--- config.mk ---
export PLATFORM = sky130hd
export DESIGN_NAME = md_issue_ctrl
export DESIGN_NICKNAME = d
export VERILOG_FILES = /design/src/rtl/md_issue_ctrl.sv
export SDC_FILE = /design/constraint.sdc
export NUM_CORES = 1
export LEC_CHECK = 0
export CORE_ASPECT_RATIO = 1.25
export CORE_MARGIN = 8
export CORE_UTILIZATION = 43
export CTS_CLUSTER_DIAMETER = 100
export DETAILED_ROUTE_END_ITERATION = 10
export GPL_ROUTABILITY_DRIVEN = 0
export PLACE_DENSITY = 0.85
export RECOVER_POWER = 25
export SLEW_MARGIN = 20
export SYNTH_ARGS = -nofsm -noshare
export SYNTH_HDL_FRONTEND = slang
export SYNTH_SLANG_ARGS = --single-unit
--- constraint.sdc ---
create_clock -name clk -period 5.8 [get_ports clk]
set_clock_uncertainty 0.15 [all_clocks]
set_input_delay 0.87 -clock clk [delete_from_list [all_inputs] [get_ports clk]]
set_output_delay 0.87 -clock clk [all_outputs]
set_load 0.05 [all_outputs]
--- src/rtl/md_issue_ctrl.sv ---
// Initiator side of the MDU Start/Busy handshake between decode and execute.
// Issues a one-cycle start, tracks the expected latency and stalls HI/LO users in D.
module md_issue_ctrl #(
    parameter int MUL_LAT = 5,
    parameter int DIV_LAT = 10,
    parameter int CNT_W   = 4
) (
    input  logic        clk,
    input  logic        reset,
    input  logic [31:0] instr_d,
    input  logic [31:0] instr_e,
    input  logic        valid_e,
    input  logic        flush,
    input  logic        busy_i,
    output logic        start,
    output logic        stall_d,
    output logic        md_running,
    output logic        lat_err,
    output logic [31:0] stall_cnt
);

    typedef enum logic {
        IDLE = 1'b0,
        RUN  = 1'b1
    } state_t;

    state_t           state;
    logic [CNT_W-1:0] cnt;
    logic             is_div;
    logic             first_run;
    logic             unused_bits;

    // mult/multu/div/divu occupy funct 0x18..0x1B
    function automatic logic is_md_start(input logic [5:0] op, input logic [5:0] funct);
        return (op == 6'd0) && (funct[5:2] == 4'b0110);
    endfunction

    // mfhi/mthi/mflo/mtlo occupy funct 0x10..0x13
    function automatic logic is_hilo(input logic [5:0] op, input logic [5:0] funct);
        return (op == 6'd0) && ((funct[5:2] == 4'b0110) || (funct[5:2] == 4'b0100));
    endfunction

    assign unused_bits = ^{instr_d[25:6], instr_e[25:6]};

    assign start = valid_e & ~flush & is_md_start(instr_e[31:26], instr_e[5:0])
                 & (state == IDLE) & ~busy_i;

    assign stall_d = is_hilo(instr_d[31:26], instr_d[5:0])
                   & ((state == RUN) | start | busy_i);

    assign md_running = (state == RUN);

    // The counter only decrements, so its load value identifies the first RUN cycle
    assign first_run = is_div ? (cnt == CNT_W'(DIV_LAT)) : (cnt == CNT_W'(MUL_LAT));

    always_ff @(posedge clk) begin
        if (reset) begin
            state     <= IDLE;
            cnt       <= '0;
            is_div    <= 1'b0;
            lat_err   <= 1'b0;
            stall_cnt <= 32'd0;
        end else begin
            if (stall_d) begin
                stall_cnt <= stall_cnt + 32'd1;
            end
            case (state)
                IDLE: begin
                    if (start) begin
                        state  <= RUN;
                        is_div <= instr_e[1];
                        cnt    <= instr_e[1] ? CNT_W'(DIV_LAT) : CNT_W'(MUL_LAT);
                    end
                end
                RUN: begin
                    // Leave only when both our count and the MDU agree the op is done
                    if (cnt == '0) begin
                        if (busy_i) begin
                            lat_err <= 1'b1;
                        end else begin
                            state <= IDLE;
                        end
                    end else begin
                        cnt <= cnt - CNT_W'(1);
                        if (!busy_i && !first_run) begin
                            lat_err <= 1'b1;
                        end
                    end
                end
                default: state <= IDLE;
            endcase
        end
    end

endmodule

After elaboration in Yosys (flattened, before gate mapping)
Cells that the tools add are included.
{ "totals": {"reg_bits": 39, "input_bits": 69, "output_inout_bits": 36} }
{ "op_classes": {"addsub": 2, "n_eq_ne": 8, "muxes": 12, "bitwise_logic": 10, "n_reduce_logical": 13} }
{ "ops": {"columns": ["operator", "count"], "rows": [
  ["adder 32 x 1 -> 32 bit (second input constant)", 1],
  ["== test 4 x 3 -> 1 bit (second input constant)", 4],
  ["zero test 6 bit", 2],
  ["2-to-1 mux 4 bit", 3],
  ["case mux 4 bit (2 select lines)", 1],
  ["2-to-1 mux 1 bit", 7],
  ["!= test 2 bit (second input constant)", 3],
  ["AND 1 bit", 5],
  ["== test 4 bit (second input constant)", 1],
  ["zero test 4 bit", 1],
  ["AND reduction 2 bit", 2],
  ["subtractor 4 x 1 -> 4 bit (second input constant)", 1],
  ["logical AND 1 bit", 3],
  ["NOT 1 bit", 3],
  ["AND reduction 3 bit", 1],
  ["zero test 1 bit", 2],
  ["OR 1 bit", 2],
  ["case mux 1 bit (2 select lines)", 1],
  ["nonzero test 2 bit", 1],
  ["logical OR 1 bit", 1]
]} }

Logic depth before layout (Yosys ltp)
Gate-level depths: netlist of the first run.
{ "depth": {"depth_word": 8, "mapped_depth": 8, "ltp_nobuf": 7} }

Worst setup path after synthesis of the first run
Ideal clock, no wire load.
{ "synth_timing": {"kind": "input-to-output", "start": "input port busy_i", "end": "output port start", "t_arrival_ps": 3072, "t_required_ps": 4780, "setup_slack_ps": 1708, "path_stages": 3, "n_path_buf": 0, "path_cell_list": "or2_2 > or3b_2 > nor4_1"} }
{ "synth_via": {"elab_chain_len": 2} }
{ "synth_lines": {"columns": ["element", "line", "source"], "rows": [
  ["start, declared", "14", "input logic busy_i,"],
  ["NOT 1 bit", "46", "& (state == IDLE) & ~busy_i;"],
  ["AND 1 bit", "46", null],
  ["end, declared", "15", "output logic start,"]
]} }
No other way between the ends.

Worst setup path after layout of the first run
Same ends and word-level chain as after synthesis.

==> impl_metrics.yaml, run 1 <==
sta:
  worst_pin_slew_ns: 0.5241
  rsz0062_at_grt: "false"
  fin_crit_ns: 4.343
  max_freq_mhz: 230.3
  final_hold_viol_count: 0
  fin_crit_sh_pct: 74.88
  finalSetupViolations: 0
  fin_tns_setup_ns: 0
  relSlewSlack_pct: 64.79
  maxSlewViolCount: 0
  holdWs_ns: 0.3314
  setup_ws_ns: 1.457
setup_path:
  worstPathMaxFanout: 4
  worstSetupStartpointType: "input pin"
  cp_slowest_stage_delay_ns: 0.87
  cp_slowest_cell: "clkdlybuf4s50_1"
  cp.arrival_ns: 3.32
  worstPathCellList: "dlygate4sd3_1 > or2_2 > or3b_2 > nor4_1 > clkdlybuf4s50_1"
  ff2ff_setup_slack_ns: 3.24
  cp-end-kind: "output pin"
  critPathKind: "in2out"
  worst_ep_required_time_ns: 4.78
floorplanning:
  initial_utilization_pct: 44.32
  core-area_sq_mm: 0.004695
  die_w_microns: 78.22
  rows: 28
  io_pins: 105
  die_h_microns: 93.78
  dieArea_sq_mm: 0.007335
place:
  pre_cts_ws_ns: 1.464
  io_buffers: 60
  hpwl_microns: 4178
  place_area_sq_mm: 0.002734
  dp_cells: 362
power_and_ir_drop:
  netSwitchingFraction_pct: 21.21
  power.density_mw_per_mm2: 189.4
  ir_worst_vdd_mv: 0.1177
  power.internal_mw: 0.4255
  p_seq_share_pct: 49.5
  p_switching_mw: 0.1146
  p_leak_nw: 0.9878
  comb_power_share_pct: 6.1
  clkPwrFrac_pct: 44.4
  fin_total_pwr_mw: 0.5401
layout:
  n_antenna_cell: 0
  area_growth_pct: 37.04
  layout.nets: 380
  layout_commonest_cell: "clkdlybuf4s50_1"
  layout_common_cells: "clkdlybuf4s50_1, dfxtp_1, nor2_1"
  final_layout_size_suffix_gt1_share_pct: 7.419
  fin_util_pct: 60.74
  stdcell_count: 370
  fill_cells: 426
  regArea_sq_um: 780.7
  fin_area_sq_mm: 0.002851
  multi_input_area_sq_mm: 0.001232
synthesis:
  netlist_instances: 248
  yosysWarnings: 0
  async_flop_share_pct: 0
  synthDistinctLibCells: 48
  netlist_area_sq_mm: 0.002081
  ys_ff_latch: 39
  syn_avg_cell_area_sq_um: 8.390
  yosysSeqAreaShare_pct: 37.52
  synth_ff_type: "dfxtp_1"
  synth_edf_count: 0
  syn_nets: 319
detailed_routing:
  postRouteAntennaNets: 0
  drc: 0
  drt_iter0_markers: 130
  dr.pass1.iters: 4
  wire_per_inst_microns: 15.48
  routed_wirelength_microns: 5728
  num_vias: 2157
  via_per_inst: 5.830
clock_network:
  cts_tree: "done"
  cts_resized: 0
  clockBufferDepth: 2
  ctsHoldBuffers: 0
  htreeDepth: 2
  cts_sinks: 39
  post_cts_buffers: 0
  cts_made_buffers: 5
  clk_pin_slew_worst_paths_ns: 0.07
  clock_latency_ns: 0.30
  root_buffer: "clkbuf_8"
grt:
  grt_pass1_wl_microns: 9653
  grt_max_degree: 39
  grt_pass1_vias: 2227
  antenna_found_initial: 0
  track_usage_pct: 15.70
  grt_overflow_total: 0
run_status:
  status: "complete, no violations"
min_path:
  hp-class: "reg2reg"
job:
  cap_viol_max_count: 0
power by group through the flow:
stage	clock network [mW]	logic (mW)	registers, mW
detailed placement	0	0.0331	0.274
CTS	0.241	0.0331	0.267
global route	0.252	0.0357	0.267
finish	0.240	0.0330	0.268
floorplan	0	0.0117	0.274
global placement	0	0.0325	0.274
Yosys cell counts, drive strengths merged, types with 2 or more instances:
master	count	area share [%]
clkbuf	6	1.1
a31oi	2	0.60
or2	2	0.60
nand4	14	4.5
nand2	18	3.2
xor2	7	2.9
a21oi	21	5.1
o31ai	6	2.2
and3	4	1.2
buf	2	0.72
inv	8	1.4
xnor2	9	3.8
and4	3	1.3
nor2	26	4.7
nand3	12	3.1
and2	2	0.60
nor4b	5	2.4
nor3	8	2.5
dfxtp	39	38
nor4	8	3.8
or3	10	3.2
o21ai	10	2.4
or4	7	2.7
or3b	2	0.84
ha	2	1.2
final timing paths:
path	to	from	depth (start not counted)
max reg2reg	stall_cnt[24]	stall_cnt[0]	6
min reg2reg	lat_err	lat_err	2
min	lat_err	lat_err	2
max	start	busy_i	5
registers in the layout, summed over array words and instances (netlist names):
name and count:
is_div 1, lat_err 1, md_running 1, stall_cnt 32
cnt 4
final cells by class:
class / count / share of cell area, %
multi-input combinational: 193 / 43.22
clock buffer: 6 / 2.896
inverter: 8 / 1.053
clock inverter: 2 / 1.229
timing repair buffer: 62 / 21.59
tap: 60 / 2.633
sequential: 39 / 27.38
worst max-delay path: cells and delay by family:
kind / cells / cell delay, ns
AND/OR/NAND/NOR: 3 / 1.00
buffers and inverters: 2 / 1.45
routing by layer:
layer,global-route usage (%),share of wire (%)
met5,0,0
met4,6.192,2.3
met3,5.651,7.8
met2,28.30,50
met1,16.06,40
cells by family (layout without fill, tap and decap cells):
logic type	count (synthesis)	count (layout)	synth area share, %
XOR/XNOR	16	16	6.735
buffers and inverters	16	78	3.247
multiplexers	1	1	0.4811
AO/OA/AOI/OAI	49	49	14.43
flip-flops	39	39	37.52
AND/OR/NAND/NOR	125	125	36.38
adder cells (fa/ha/maj)	2	2	1.202
Power figures use the tool's default switching activity.
==> inputs of run 2 (changes only) <==
CORE_UTILIZATION = 36   (was 43)
PLACE_DENSITY = 0.76   (was 0.85)
clock period = 3.52 ns   (was 5.8 ns; I/O delays follow)
==> run 2 against run 1 <==
Critical path type unchanged; global-route usage down 2.7 points; via count shrank 2.7%; clock-buffer cell count is 1 lower; wire length fell by 3.6%.
==> impl_metrics.yaml, run 2 (synthesis results as in run 1) <==
setup_path:
  worst_ep_required_time_ns: 2.84
  ff2ff_setup_slack_ns: 0.99
  cp-end-kind: "output pin"
  crit_start: "instr_d[27]"
  worstSetupStartpointType: "input pin"
  worstReg2RegStart: "stall_cnt[0]"
  crit_end: "stall_d"
  cp.arrival_ns: 2.42
  r2r-end: "stall_cnt[24]"
  critPathKind: "in2out"
  worstPathMaxFanout: 3
  rr_worst_depth: 6
detailed_routing:
  wl_met3_microns: 239
  num_vias: 2098
  wire_per_inst_microns: 14.69
  dr.pass1.iters: 4
  wl_met2_microns: 2936
  highest-signal-layer: "met4"
  postRouteAntennaNets: 0
  routed_wirelength_microns: 5523
  drc: 0
  via_per_inst: 5.580
  met1_length_microns: 2296
  drt_iter0_markers: 91
clock_network:
  cts_sinks: 39
  post_cts_buffers: 0
  cts_made_buffers: 5
  htreeDepth: 2
  cts_tree: "done"
  clockBufferDepth: 2
  clock_latency_ns: 0.29
  clk_pin_slew_worst_paths_ns: 0.07
  cts_resized: 0
  root_buffer: "clkbuf_8"
  ctsHoldBuffers: 0
layout:
  largest_register: "stall_cnt"
  final_layout_size_suffix_gt1_share_pct: 8.065
  layout_common_cells: "clkdlybuf4s50_1, dfxtp_1, nor2_1"
  layout.nets: 380
  area_growth_pct: 38.12
  n_antenna_cell: 0
  layout_commonest_cell: "clkdlybuf4s50_1"
  reg.largest.list: "stall_cnt: 32 flops, cnt: 4 flops"
  largest_reg_flops: 32
floorplanning:
  dieArea_sq_mm: 0.008484
  io_pins: 105
  initial_utilization_pct: 36.49
  core-area_sq_mm: 0.005702
  die_h_microns: 101
  die_w_microns: 84
  rows: 31
sta:
  rsz0062_at_grt: "false"
  relSlewSlack_pct: 38.99
  max_freq_mhz: 322.5
  fin_tns_setup_ns: 0
  holdWs_ns: 0.3119
  fin_crit_ns: 3.101
  finalSetupViolations: 0
  maxSlewViolCount: 0
  worst_pin_slew_ns: 0.9122
  setup_ws_ns: 0.4189
  fin_crit_sh_pct: 88.10
  final_hold_viol_count: 0
job:
  cap_viol_max_count: 0
grt:
  grt_overflow_total: 0
  track_usage_pct: 12.99
  antenna_found_initial: 0
  grt_max_degree: 24
  grt_pass1_vias: 2073
  grt_pass1_wl_microns: 9321
place:
  io_buffers: 60
  pre_cts_ws_ns: 0.4144
  hpwl_microns: 4208
run_status:
  status: "complete, no violations"
power_and_ir_drop:
  power.density_mw_per_mm2: 302.3
  ir_worst_vdd_mv: 0.2181
  p_leak_nw: 0.9835
min_path:
  hp-class: "reg2reg"
==> run 2: worst min-delay path by stage <==
stage	cells past startpoint	slack, ns	from	endpoint
2_1_floorplan	2	0.31	cnt[1]	cnt[1]
3_3_place_gp	2	0.30	lat_err	lat_err
3_5_place_dp	2	0.31	lat_err	lat_err
4_1_cts	2	0.32	lat_err	lat_err
5_1_grt	2	0.35	lat_err	lat_err
6_report	2	0.31	lat_err	lat_err
==> run 2: routing by layer <==
layer	vias up	global-route usage, %
met4	0	4.261
met2	36	23.74
li1	1046	-
met5	-	0
met1	1010	13.73
met3	6	4.045
==> run 2: worst max-delay path, stage by stage <==
cell and delay (ns):
clkdlybuf4s50_1 0.42, or4_4 0.58, or3_1 0.39, nor2_1 0.31, buf_12 0.19
==> run 2: area by class of cell <==
| class | instances | area, sq um |
|---|---|---|
| clock buffer | 5 | 68.82 |
| clock inverter | 3 | 43.79 |
| fill | 548 | 2828 |
| inverter | 8 | 30.03 |
| multi-input combinational | 193 | 1232 |
| sequential | 39 | 780.7 |
| tap | 66 | 82.58 |
| timing repair buffer | 62 | 635.6 |
==> run 2: through the flow <==
| step | total power [mW] | util (%) | cell area, sq um | std cells |
|---|---|---|---|---|
| global placement | 0.5050 | 48.43 | 2761 | 368 |
| CTS | 0.8826 | 50.41 | 2874 | 376 |
| finish | 0.8688 | 50.41 | 2874 | 376 |
| floorplan | 0.4706 | - | 2081 | 248 |
| detailed placement | 0.5062 | 48.43 | 2761 | 368 |
| global route | 0.9072 | 50.41 | 2874 | 376 |
==> run 2: where the power goes <==
part,switching [mW],internal (mW),total (mW)
sequential,0.0000373,0.441,0.441
clock,0.163,0.211,0.374
combinational,0.0234,0.0310,0.0544
total,0.186,0.683,0.869
